===== src/rtl/turnstile_fare_controller_if.sv =====
// Turnstile I/O bundle: coin/rotation/service/alarm-clear inputs
// and gate-lock, credit, count, alarm and refund outputs.
interface turnstile_fare_controller_if #(
  parameter int CREDIT_WIDTH = 4,
  parameter int COUNT_WIDTH  = 16
);
  logic                    i_Coin;
  logic                    i_Push;
  logic                    i_Service;
  logic                    i_Alarm_Clr;
  logic                    o_Locked;
  logic [CREDIT_WIDTH-1:0] o_Credit;
  logic [COUNT_WIDTH-1:0]  o_Pass_Count;
  logic                    o_Alarm;
  logic                    o_Refund;

  modport master (
    output i_Coin, i_Push, i_Service, i_Alarm_Clr,
    input  o_Locked, o_Credit, o_Pass_Count,
    input  o_Alarm, o_Refund
  );

  modport slave (
    input  i_Coin, i_Push, i_Service, i_Alarm_Clr,
    output o_Locked, o_Credit, o_Pass_Count,
    output o_Alarm, o_Refund
  );
endinterface


===== src/rtl/turnstile_fare_controller.sv =====
// Turnstile fare controller: credit accumulation, unlock/relock,
// passage count, forced-entry alarm, maintenance hold-open.
// Ports: i_Clk, i_Reset (async, active-high), bus (slave modport).
module turnstile_fare_controller #(
  parameter int FARE           = 2,
  parameter int TIMEOUT_CYCLES = 25000000,
  parameter int CREDIT_WIDTH   = 4,
  parameter int COUNT_WIDTH    = 16
) (
  input logic                         i_Clk,
  input logic                         i_Reset,
  turnstile_fare_controller_if.slave  bus
);

  localparam int CW = CREDIT_WIDTH;
  localparam int TW = $clog2(TIMEOUT_CYCLES);

  localparam logic [CW:0] FARE_W =
    (CW+1)'(FARE);
  localparam logic [CW:0] MAX_W =
    (CW+1)'((1 << CW) - 1);
  localparam logic [TW-1:0] T_LOAD =
    TW'(TIMEOUT_CYCLES - 1);

  typedef enum logic [1:0] {
    S_LOCKED,
    S_UNLOCKED,
    S_ALARM,
    S_SERVICE
  } state_t;

  state_t                 state_q, state_d;
  logic [TW-1:0]          timer_q, timer_d;
  logic [CW-1:0]          credit_q, credit_d;
  logic [COUNT_WIDTH-1:0] pass_q, pass_d;
  logic                   locked_q, locked_d;
  logic                   alarm_q, alarm_d;
  logic                   refund_q, refund_d;

  logic [CW:0] debit;
  logic [CW:0] restore;
  logic [CW:0] sum;
  logic [CW:0] base;
  logic        coin_add;

  always_comb begin
    state_d = state_q;
    timer_d = timer_q;
    pass_d  = pass_q;
    debit   = '0;
    restore = '0;

    unique case (state_q)
      S_LOCKED: begin
        if (bus.i_Service) begin
          state_d = S_SERVICE;
          timer_d = '0;
        end else if (bus.i_Push) begin
          state_d = S_ALARM;
        end else if ({1'b0, credit_q} >= FARE_W) begin
          state_d = S_UNLOCKED;
          debit   = FARE_W;
          timer_d = T_LOAD;
        end
      end
      S_UNLOCKED: begin
        if (bus.i_Service) begin
          state_d = S_SERVICE;
          timer_d = '0;
        end else if (bus.i_Push) begin
          state_d = S_LOCKED;
          pass_d  = pass_q + 1'b1;
        end else if (timer_q == '0) begin
          // Unused fare goes back to the rider.
          state_d = S_LOCKED;
          restore = FARE_W;
        end else begin
          timer_d = timer_q - 1'b1;
        end
      end
      S_ALARM: begin
        if (bus.i_Service) begin
          state_d = S_SERVICE;
          timer_d = '0;
        end else if (bus.i_Alarm_Clr) begin
          state_d = S_LOCKED;
        end
      end
      S_SERVICE: begin
        timer_d = '0;
        if (!bus.i_Service) begin
          state_d = S_LOCKED;
        end
      end
      default: begin
        state_d = S_LOCKED;
        timer_d = '0;
      end
    endcase

    // Debit and restore never coincide, so no underflow;
    // the restore may overshoot and is clamped.
    sum  = {1'b0, credit_q} - debit + restore;
    base = (sum > MAX_W) ? MAX_W : sum;

    coin_add = bus.i_Coin && (base < MAX_W);
    credit_d = base[CW-1:0] + {{(CW-1){1'b0}}, coin_add};
    refund_d = bus.i_Coin && !coin_add;

    locked_d = !((state_d == S_UNLOCKED) ||
                 (state_d == S_SERVICE));
    alarm_d  = (state_d == S_ALARM);
  end

  always_ff @(posedge i_Clk or posedge i_Reset) begin
    if (i_Reset) begin
      state_q  <= S_LOCKED;
      timer_q  <= '0;
      credit_q <= '0;
      pass_q   <= '0;
      locked_q <= 1'b1;
      alarm_q  <= 1'b0;
      refund_q <= 1'b0;
    end else begin
      state_q  <= state_d;
      timer_q  <= timer_d;
      credit_q <= credit_d;
      pass_q   <= pass_d;
      locked_q <= locked_d;
      alarm_q  <= alarm_d;
      refund_q <= refund_d;
    end
  end

  assign bus.o_Locked     = locked_q;
  assign bus.o_Credit     = credit_q;
  assign bus.o_Pass_Count = pass_q;
  assign bus.o_Alarm      = alarm_q;
  assign bus.o_Refund     = refund_q;

endmodule


===== src/flat_wrapper.sv =====
// flat-port wrapper written by rule: the top's interface ports become plain ports
module turnstile_fare_controller_flat 
#(
  parameter int FARE           = 2,
  parameter int TIMEOUT_CYCLES = 25000000,
  parameter int CREDIT_WIDTH   = 4,
  parameter int COUNT_WIDTH    = 16
)
  (i_Clk, i_Reset, bus_i_Coin, bus_i_Push, bus_i_Service, bus_i_Alarm_Clr, bus_o_Locked, bus_o_Credit, bus_o_Pass_Count, bus_o_Alarm, bus_o_Refund);
  turnstile_fare_controller_if #(.CREDIT_WIDTH(CREDIT_WIDTH), .COUNT_WIDTH(COUNT_WIDTH)) bus_i ();
  input logic i_Clk;
  input logic i_Reset;
  input wire logic [$bits(bus_i.i_Coin)-1:0] bus_i_Coin;
  input wire logic [$bits(bus_i.i_Push)-1:0] bus_i_Push;
  input wire logic [$bits(bus_i.i_Service)-1:0] bus_i_Service;
  input wire logic [$bits(bus_i.i_Alarm_Clr)-1:0] bus_i_Alarm_Clr;
  output wire logic [$bits(bus_i.o_Locked)-1:0] bus_o_Locked;
  output wire logic [$bits(bus_i.o_Credit)-1:0] bus_o_Credit;
  output wire logic [$bits(bus_i.o_Pass_Count)-1:0] bus_o_Pass_Count;
  output wire logic [$bits(bus_i.o_Alarm)-1:0] bus_o_Alarm;
  output wire logic [$bits(bus_i.o_Refund)-1:0] bus_o_Refund;
  assign bus_i.i_Coin = bus_i_Coin;
  assign bus_i.i_Push = bus_i_Push;
  assign bus_i.i_Service = bus_i_Service;
  assign bus_i.i_Alarm_Clr = bus_i_Alarm_Clr;
  assign bus_o_Locked = bus_i.o_Locked;
  assign bus_o_Credit = bus_i.o_Credit;
  assign bus_o_Pass_Count = bus_i.o_Pass_Count;
  assign bus_o_Alarm = bus_i.o_Alarm;
  assign bus_o_Refund = bus_i.o_Refund;
  turnstile_fare_controller #(.FARE(FARE), .TIMEOUT_CYCLES(TIMEOUT_CYCLES), .CREDIT_WIDTH(CREDIT_WIDTH), .COUNT_WIDTH(COUNT_WIDTH)) u_core (.i_Clk(i_Clk), .i_Reset(i_Reset), .bus(bus_i));
endmodule

===== config.mk =====
export PLATFORM = sky130hd
export DESIGN_NAME = turnstile_fare_controller_flat
export DESIGN_NICKNAME = d
export VERILOG_FILES = /design/src/rtl/turnstile_fare_controller_if.sv /design/src/rtl/turnstile_fare_controller.sv /design/src/flat_wrapper.sv
export SDC_FILE = /design/constraint.sdc
export NUM_CORES = 1
export LEC_CHECK = 0
export ABC_CLOCK_PERIOD_IN_PS = 7800
export CORE_UTILIZATION = 40
export DETAILED_ROUTE_END_ITERATION = 10
export SYNTH_ARGS = -nofsm -noshare
export SYNTH_HDL_FRONTEND = slang
export SYNTH_SLANG_ARGS = --single-unit

===== constraint.sdc =====
create_clock -name i_Clk -period 7.8 [get_ports i_Clk]
set_clock_uncertainty 0.15 [all_clocks]
set_input_delay 1.95 -clock i_Clk [delete_from_list [all_inputs] [get_ports i_Clk]]
set_output_delay 1.95 -clock i_Clk [all_outputs]
set_load 0.02 [all_outputs]

==> impl_metrics.yaml <==
timing:
  rsz0062_at_grt: "no"
  finalSetupViolations: 0
  finalHoldViolations: 0
  slew_headroom: 0.1759
  tns_ns: 0
  fmax_mhz: 161.2
  worst_slew_pin_slew_ns: 1.227
  period_minus_slack_ns: 6.202
  maxSlewViolCount: 0
  hold_ws_ns: 0.3206
  fin_crit_sh: 0.7951
power:
  seqPwrFrac: 0.368
  switching_share: 0.4074
  leakagePower_nw: 1.515
  power_frac_comb: 0.469
  vdd_ir_drop_max_uv: 257.2
  clkPwrFrac: 0.163
  internal_power_uw: 575.2
  finalPower_uw: 970.6
  switching_power_uw: 395.4
  power_density_nw_per_um2: 288.4
detailed_routing:
  drt_iter0_markers: 188
  ant_nets: 0
  avgViaCountPerCell: 5.608
  vias: 2417
  dr.pass1.iters: 4
  finalWirelength_um: 6371
  drc: 0
  wire_per_inst_um: 14.78
clock_tree:
  cts_tree: "yes"
  cts_resized: 0
  htreeDepth: 2
  post-cts-setup-buffer-count: 0
  path_clk_slew_ns: 0.09
  cts_sinks: 50
  cts_buffers: 5
  clockBufferDepth: 2
  root_buffer: "clkbuf_8"
  holdBufCountCts: 0
  clock_latency_ns: 0.31
run:
  drv_cap: 0
layout:
  final_area_um2: 3366
  syn_to_final_growth_pct: 16.00
  nFillCells: 666
  fin_nets: 351
  drive_gt1_frac: 0.07761
  utilization: 0.4873
  num_antenna_cells: 0
synthesis:
  synth_edf_count: 0
  synth_top_family_by_area: "simple AND/OR/NAND/NOR gates"
  yosys.cell_count.top_type: "dfrtp_1"
  ys_seq_area_frac: 0.4317
  ys_seq_elements: 50
  synth_warnings: 0
  yosys_most_used_dff: "dfrtp_1"
  synth_cell_types: 57
  synth_adder_area_share: 0.05261
  synth-simple-area-share: 0.2428
  yosys.area.top_type: "dfrtp_1"
  synth_compound_area_frac: 0.1785
  synth_nets: 323
  async_flop_share: 1.000
  synth_area_um2: 2902
  syn_avg_cell_area_um2: 9.482
  synth_top_area_frac: 0.4226
  synth.area.mux_share: 0.007331
  netlist_top_cells_count: "dfrtp_1, nor2_1, nand2_1, a21oi_1, nor3_1"
  synthXorXnorAreaFrac: 0.05433
  synth_cells: 306
  synth.area.top_cells: "dfrtp_1, nor2_1, ha_1"
hold_path:
  hold_end: "u_core.bus.o_Pass_Count[15]"
  min_path_cells: 1
  min-delay-path-class: "reg -> reg"
  min_from: "u_core.bus.o_Pass_Count[15]"
die:
  die_h_um: 87.17
  num_io_pins: 29
  num_rows: 30
  dieArea_um2: 7599
  core-area_um2: 6907
  initial_core_util: 0.4201
  fp.dieW_um: 87.17
placed_design:
  place_congestion: 0.8282
  place_area_um2: 3274
  io_buffers: 28
  place_hpwl_um: 4491
critical_path:
  timing.rr.start: "u_core.state_q[0]"
  crit_type: "in -> reg"
  start_kind: "input port"
  critPathRequiredTime_ns: 7.86
  worstPathArrival_ns: 6.26
  rr_worst_depth: 13
  worst_setup_path_end_kind: "flop"
  rr_endpoint: "u_core.bus.o_Credit[3]"
  r2r_setup_slack_ns: 3.25
  crit_fanout: 19
status:
  status: "complete, no violations"
grt:
  grt_antenna_before_repair: 0
  grtUsageTotal: 0.1815
  grt_pass1_vias: 2240
  overflow: 0
  grt_pass1_wl_um: 10780
  grt_max_degree: 51
[registers in the layout (all words and copies together) (netlist names)]
register,count
u_core.timer_q,25
u_core.bus.o_Pass_Count,16
u_core.bus.o_Credit,4
u_core.state_q,2
u_core.bus.o_Alarm,1
u_core.bus.o_Locked,1
u_core.bus.o_Refund,1
[area by class of cell]
cell class | instances | area (um2) | share of cell area
Multi-Input combinational cell | 234 | 1554 | 0.4617
Tap cell | 96 | 120.1 | 0.03569
Clock buffer | 7 | 86.33 | 0.02565
Sequential cell | 50 | 1252 | 0.3721
Timing Repair Buffer | 31 | 302.8 | 0.08996
Inverter | 12 | 45.04 | 0.01338
Clock inverter | 1 | 5.005 | 0.001487
[worst max-delay path by stage]
stage	startpoint	end	slack [ns]
6_report	bus_i_Service	u_core.bus.o_Credit[3]	1.60
5_1_grt	bus_i_Service	u_core.bus.o_Credit[3]	1.30
4_1_cts	bus_i_Service	u_core.bus.o_Credit[3]	1.65
3_5_place_dp	bus_i_Service	u_core.bus.o_Credit[3]	1.32
3_3_place_gp	bus_i_Service	u_core.bus.o_Credit[3]	1.39
2_1_floorplan	bus_i_Service	u_core.bus.o_Credit[3]	2.40
[per-layer routing]
layer	track usage	wire length [um]	vias to the layer above	share of wire
met5	0	0	-	0
met1	0.2508	3155	1163	0.50
met4	0.06408	74	0	0.012
li1	-	-	1187	-
met3	0.03128	259	9	0.041
met2	0.2878	2881	58	0.45
[power groups by stage]
stage                     logic (mW)  registers, mW  clock network, mW
after floorplan                0.317          0.374                  0
after global routing           0.508          0.365              0.171
after global placement         0.446          0.361                  0
final                          0.455          0.357              0.158
after detailed placement       0.454          0.362                  0
after CTS                      0.456          0.358              0.163
[kinds of logic (layout without fill, tap and decap cells)]
group,count (synthesis),count (layout)
AO/OA/AOI/OAI,73,73
XOR/XNOR,18,18
adder cells (fa/ha/maj),11,11
buffers and inverters,22,51
flip-flops,50,50
multiplexers,2,2
AND/OR/NAND/NOR,130,130
[layout by cell type (no fill, tap or decap), types with 5 or more instances in the layout]
cell type        count
clkbuf_8             6
a31o_2               5
dfrtp_1             49
o31ai_1              6
ha_1                 9
xor2_1               8
nand2_1             24
inv_1               10
nand4_1              6
nand3_1              7
o32a_1               5
nor2_1              34
a31oi_1             10
o21ai_0              6
xnor2_1             10
a21oi_1             20
nand2b_1             5
nor3_1              16
and3_1               8
clkdlybuf4s50_1     28
[critical path: stages]
cell	delay (ns)
clkdlybuf4s50_1	0.61
or3_1	0.70
or4_4	0.62
nor2_1	0.16
fa_1	0.51
fa_1	0.54
nor2b_1	0.23
o21ai_0	0.10
o21ai_0	0.18
nor2_1	0.06
ha_1	0.22
a31o_2	0.21
a21o_1	0.17
[through the flow]
step | std cells | setup WS (ns)
after floorplan | 306 | 2.401
after global placement | 423 | 1.389
after detailed placement | 423 | 1.315
after CTS | 431 | 1.651
after global routing | 431 | 1.297
final | 431 | 1.598
Note: power is estimated with default switching activity, not from simulation.
